==> src/rtl/fetch_ctrl.sv <==
// Instruction-fetch controller: owns the PC, issues one synchronous-read fetch per
// cycle under a credit rule, and queues returning words in a 2-entry FIFO for decode.
module fetch_ctrl #(
   parameter int unsigned          MEM_DEPTH     = 16,
   parameter logic [MEM_DEPTH-1:0] PC_START_ADDR = '0
) (
   input  logic                 clock,
   input  logic                 reset,
   output logic                 imem_en,
   output logic [MEM_DEPTH-1:0] imem_addr,
   input  logic [31:0]          imem_rdata,
   input  logic                 redirect_valid,
   input  logic [MEM_DEPTH-1:0] redirect_pc,
   output logic                 inst_valid,
   input  logic                 inst_ready,
   output logic [31:0]          inst_data,
   output logic [MEM_DEPTH-1:0] inst_pc
);

   logic [MEM_DEPTH-1:0] pc_q, pc_d;
   logic [MEM_DEPTH-1:0] inflight_pc_q, inflight_pc_d;
   logic                 inflight_q, inflight_d;
   logic [31:0]          fifo_data_q [2];
   logic [31:0]          fifo_data_d [2];
   logic [MEM_DEPTH-1:0] fifo_pc_q [2];
   logic [MEM_DEPTH-1:0] fifo_pc_d [2];
   logic                 rd_ptr_q, rd_ptr_d;
   logic                 wr_ptr_q, wr_ptr_d;
   logic [1:0]           count_q, count_d;

   logic                 pop;
   logic                 push;
   logic                 issue;
   logic [2:0]           credit;
   logic [MEM_DEPTH-1:0] redirect_tgt;

   // Credit counts queued entries plus the response still in flight, so every
   // issued fetch is guaranteed a FIFO slot when its data returns.
   always_comb begin
      pop          = (count_q != 2'd0) & inst_ready;
      credit       = {1'b0, count_q} + {2'b00, inflight_q} - {2'b00, pop};
      issue        = !reset & !redirect_valid & (credit < 3'd2);
      push         = inflight_q & !redirect_valid;
      redirect_tgt = redirect_pc & ~MEM_DEPTH'(3);
   end

   assign imem_en    = issue;
   assign imem_addr  = pc_q;
   assign inst_valid = (count_q != 2'd0);
   assign inst_data  = fifo_data_q[rd_ptr_q];
   assign inst_pc    = fifo_pc_q[rd_ptr_q];

   always_comb begin
      pc_d          = pc_q;
      inflight_d    = inflight_q;
      inflight_pc_d = inflight_pc_q;
      fifo_data_d   = fifo_data_q;
      fifo_pc_d     = fifo_pc_q;
      rd_ptr_d      = rd_ptr_q;
      wr_ptr_d      = wr_ptr_q;
      count_d       = count_q;

      if (redirect_valid) begin
         pc_d       = redirect_tgt;
         inflight_d = 1'b0;
         count_d    = 2'd0;
         rd_ptr_d   = 1'b0;
         wr_ptr_d   = 1'b0;
      end else begin
         if (push) begin
            fifo_data_d[wr_ptr_q] = imem_rdata;
            fifo_pc_d[wr_ptr_q]   = inflight_pc_q;
            wr_ptr_d              = ~wr_ptr_q;
         end
         if (pop) begin
            rd_ptr_d = ~rd_ptr_q;
         end
         count_d = count_q + {1'b0, push} - {1'b0, pop};
         if (issue) begin
            inflight_d    = 1'b1;
            inflight_pc_d = pc_q;
            pc_d          = pc_q + MEM_DEPTH'(4);
         end else begin
            inflight_d = 1'b0;
         end
      end
   end

   always_ff @(posedge clock) begin
      if (reset) begin
         pc_q          <= PC_START_ADDR;
         inflight_q    <= 1'b0;
         inflight_pc_q <= '0;
         for (int unsigned i = 0; i < 2; i++) begin
            fifo_data_q[i] <= '0;
            fifo_pc_q[i]   <= '0;
         end
         rd_ptr_q      <= 1'b0;
         wr_ptr_q      <= 1'b0;
         count_q       <= 2'd0;
      end else begin
         pc_q          <= pc_d;
         inflight_q    <= inflight_d;
         inflight_pc_q <= inflight_pc_d;
         fifo_data_q   <= fifo_data_d;
         fifo_pc_q     <= fifo_pc_d;
         rd_ptr_q      <= rd_ptr_d;
         wr_ptr_q      <= wr_ptr_d;
         count_q       <= count_d;
      end
   end

endmodule

==> config.mk <==
export PLATFORM = sky130hd
export DESIGN_NAME = fetch_ctrl
export DESIGN_NICKNAME = d
export VERILOG_FILES = /design/src/rtl/fetch_ctrl.sv
export SDC_FILE = /design/constraint.sdc
export NUM_CORES = 1
export LEC_CHECK = 0
export ABC_AREA = 1
export CORE_MARGIN = 3
export CORE_UTILIZATION = 40
export CTS_CLUSTER_SIZE = 20
export DETAILED_ROUTE_END_ITERATION = 16
export GPL_TIMING_DRIVEN = 1
export HOLD_SLACK_MARGIN = 0.12
export PLACE_DENSITY = 0.66
export SLEW_MARGIN = 30
export SYNTH_ARGS = -nofsm -noshare
export SYNTH_HDL_FRONTEND = slang
export SYNTH_SLANG_ARGS = --single-unit
==> constraint.sdc <==
create_clock -name clock -period 6.3 [get_ports clock]
set_input_delay 1.575 -clock clock [delete_from_list [all_inputs] [get_ports clock]]
set_output_delay 1.575 -clock clock [all_outputs]
set_load 0.01 [all_outputs]
==> insert_results.sql <==
INSERT INTO impl_metrics (metric_group, metric, value, unit) VALUES
('routing', 'num_vias', '5095', ''),
('logic_synthesis', 'dominant_combinational_cell_family_by_area_after_synthesis', 'compound AO/OA/AOI/OAI gates', ''),
('logic_synthesis', 'adder_cell_share_of_the_synthesized_area', '0.834', '%'),
('sta', 'rsz_0062_raised_after_global_routing', 'no', ''),
('die', 'initial_utilization', '41.8', '%'),
('sta', 'slew_viol_final', '0', ''),
('cts', 'clock-sinks', '125', ''),
('sta', 'relSlewSlack', '39.1', '%'),
('layout', 'most_common_library_cell_in_the_layout_ignoring_fill_and_taps', 'nor2_1', ''),
('cts', 'clock_path_buffers', '2', ''),
('power', 'static-leakage-power', '2.85', 'nW'),
('cts', 'ctsHtreeMaxLevel', '4', ''),
('power', 'internal-power', '1.61', 'mW'),
('sta', 'post-route-period-util', '88.2', '%'),
('die', 'die_area', '0.0149', 'mm^2'),
('logic_synthesis', 'synthesis.area', '0.00540', 'mm^2'),
('setup_path', 'worstSetupStartpoint', 'inst_ready', ''),
('min_path', 'hp-class', 'register to register', ''),
('setup_path', 'worstSetupStartpointType', 'primary input', ''),
('power', 'worst_case_vdd_ir_drop', '0.000207', 'V'),
('logic_synthesis', 'synth-xor-area-share', '0.811', '%'),
('global_routing', 'wire_length_of_the_first_global_routing_pass', '22.8', 'mm'),
('routing', 'drt-pass1-iter-count', '5', ''),
('logic_synthesis', 'syn_inst', '751', ''),
('layout', 'synthToLayoutAreaGrowth', '31.9', '%'),
('cts', 'cts.repair_timing.setup_buffer_count', '0', ''),
('power', 'power.switching_fraction', '22.6', '%'),
('setup_path', 'r2r_cells', '14', ''),
('power', 'seq_power_share', '40.5', '%'),
('setup_path', 'arrival_time_at_the_worst_endpoint', '3980', 'ps'),
('sta', 'number_of_hold_slack_violations_in_the_final_timing_report', '0', ''),
('placement', 'placed_wire_length_estimate_after_detailed_placement', '8.94', 'mm'),
('global_routing', 'gr-usage-met3', '5.94', '%'),
('power', 'power.clock.fraction', '49.7', '%'),
('routing', 'drt_wl_total', '14.1', 'mm'),
('global_routing', 'grt_busiest_layer', 'met2', ''),
('logic_synthesis', 'ys_ff_latch', '125', ''),
('setup_path', 'worstSetupEndpoint', 'imem_en', ''),
('placement', 'preCtsSetupSlack', '748', 'ps'),
('cts', 'cts.root.buffer_cell', 'clkbuf_16', ''),
('global_routing', 'total_gr_overflow', '0', ''),
('die', 'width_of_the_chip', '122', 'um'),
('logic_synthesis', 'synth.yosys.warnings', '0', ''),
('setup_path', 'crit_path_max_fanout', '17', ''),
('layout', 'mostFrequentLayoutCells', 'nor2_1, dfxtp_1, o21ai_0, clkdlybuf4s50_1, nand2_1', ''),
('routing', 'drt_first_iter_violations', '363', ''),
('logic_synthesis', 'synth.area.mux_share', '0', '%'),
('sta', 'fin_setup_tns', '0', 'ps'),
('cts', 'clkTransAtPathRegs', '50', 'ps'),
('cts', 'cts_buffers', '17', ''),
('global_routing', 'number_of_global_route_vias_before_repair', '4885', ''),
('placement', 'numPortBuffers', '111', ''),
('sta', 'finClkSkew', '3.52', 'ps'),
('logic_synthesis', 'netlist-cell-type-count', '31', ''),
('global_routing', 'globalRouteMet2Util', '31.8', '%'),
('routing', 'post_drt_wl_per_cell', '13.8', 'um'),
('run_status', 'outcome', 'finished clean', ''),
('sta', 'worstMarginPinSlew', '913', 'ps'),
('routing', 'final_antenna_net_count', '0', ''),
('global_routing', 'globalRouteMet1Util', '23.4', '%'),
('layout', 'post_route_cells_drive_above_1_share', '6.23', '%'),
('power', 'power_frac_comb', '9.8', '%'),
('global_routing', 'antenna_found_initial', '0', ''),
('setup_path', 'timing.critical_path.required', '4720', 'ps'),
('setup_path', 'timing.critical_path.to_type', 'output port', ''),
('setup_path', 'critical_path_class', 'primary input to output port', ''),
('sta', 'fmax', '0.180', 'GHz'),
('layout', 'layout.nets', '893', ''),
('die', 'placeableCoreArea', '0.0129', 'mm^2'),
('logic_synthesis', 'synth_simple_gate_area_share', '19.4', '%'),
('setup_path', 'setup.reg_to_reg.worst_slack', '3670', 'ps');
-- worst min path at each step --
stage                    start               to  slack, ps  cells after the start
5_1_grt        fifo_data_q[55]  fifo_data_q[55]        470                      2
6_report       fifo_data_q[56]  fifo_data_q[56]        450                      2
4_1_cts        fifo_data_q[56]  fifo_data_q[56]        450                      2
3_5_place_dp   fifo_data_q[56]  fifo_data_q[56]        440                      2
2_1_floorplan  fifo_data_q[32]  fifo_data_q[32]        420                      2
3_3_place_gp   fifo_data_q[48]  fifo_data_q[48]        430                      2
-- cell usage after synthesis, drive strengths merged (2+ instances only) --
cell type,instances,area (um^2)
nand4,3,18.8
ha,2,25.0
xnor2,2,17.5
dfxtp,125,2500
buf,30,214
nor2,128,493
nand2,105,417
a22oi,2,15.0
xor2,3,26.3
inv,79,302
a21oi,68,340
clkbuf,21,78.8
a211oi,2,25.0
o21ai,155,776
nand3,20,100
-- flip-flops by register name (all words and copies together), names as in the netlist --
signal	flops
wr_ptr_q	1
imem_addr	14
fifo_data_q	64
inflight_pc_q	14
inflight_q	1
rd_ptr_q	1
fifo_pc_q	28
count_q	2
-- per-stage QoR --
| stage | hold slack [ps] | area [um^2] | power, mW | cells | utilization (%) |
|---|---|---|---|---|---|
| global route | 470 | 7130 | 2.17 | 1023 | 55.1 |
| floorplan | 424 | 5410 | 0.964 | 754 | - |
| global placement | 433 | 6490 | 1.06 | 991 | 50.2 |
| finish | 446 | 7130 | 2.08 | 1023 | 55.1 |
| detailed placement | 439 | 6490 | 1.06 | 991 | 50.2 |
| CTS | 447 | 7120 | 2.11 | 1023 | 55.1 |
-- critical path, stage by stage --
cell	delay, ps
clkdlybuf4s50_1	480
o21a_1	210
nand2_1	90
o21ai_0	80
nand2_1	80
fa_1	490
inv_1	60
nor2_4	130
nand2_4	150
inv_4	80
clkdlybuf4s50_1	530
-- layer usage --
layer  up-vias  routed length (um)
li1       2587                   -
met1      2346                6190
met2       143                6920
met3        19                 792
met4         0                 182
met5         -                   0
-- final cells by class --
class | count | area, um^2
clock buffer | 21 | 470
clock inverter | 11 | 164
fill | 1235 | 5800
inverter | 79 | 302
multi-input combinational | 499 | 2320
sequential | 125 | 2510
tap | 172 | 215
timing repair buffer | 116 | 1150
-- cell families (layout without fill, tap and decap cells) --
| group | Yosys count | in the layout |
|---|---|---|
| fa+ha+maj | 3 | 3 |
| flops | 125 | 125 |
| buf+inv | 130 | 227 |
| xor+xnor | 5 | 5 |
| simple gates | 259 | 259 |
| other cells | 1 | 4 |
| compound gates | 228 | 228 |
-- power by group through the flow --
stage / combinational [mW] / clock [mW] / sequential (mW)
final: 0.203 / 1.03 / 0.844
after global routing: 0.224 / 1.09 / 0.847
after CTS: 0.205 / 1.06 / 0.844
after detailed placement: 0.203 / 0 / 0.861
after global placement: 0.197 / 0 / 0.860
after floorplan: 0.107 / 0 / 0.857
Power figures use the tool's default switching activity.
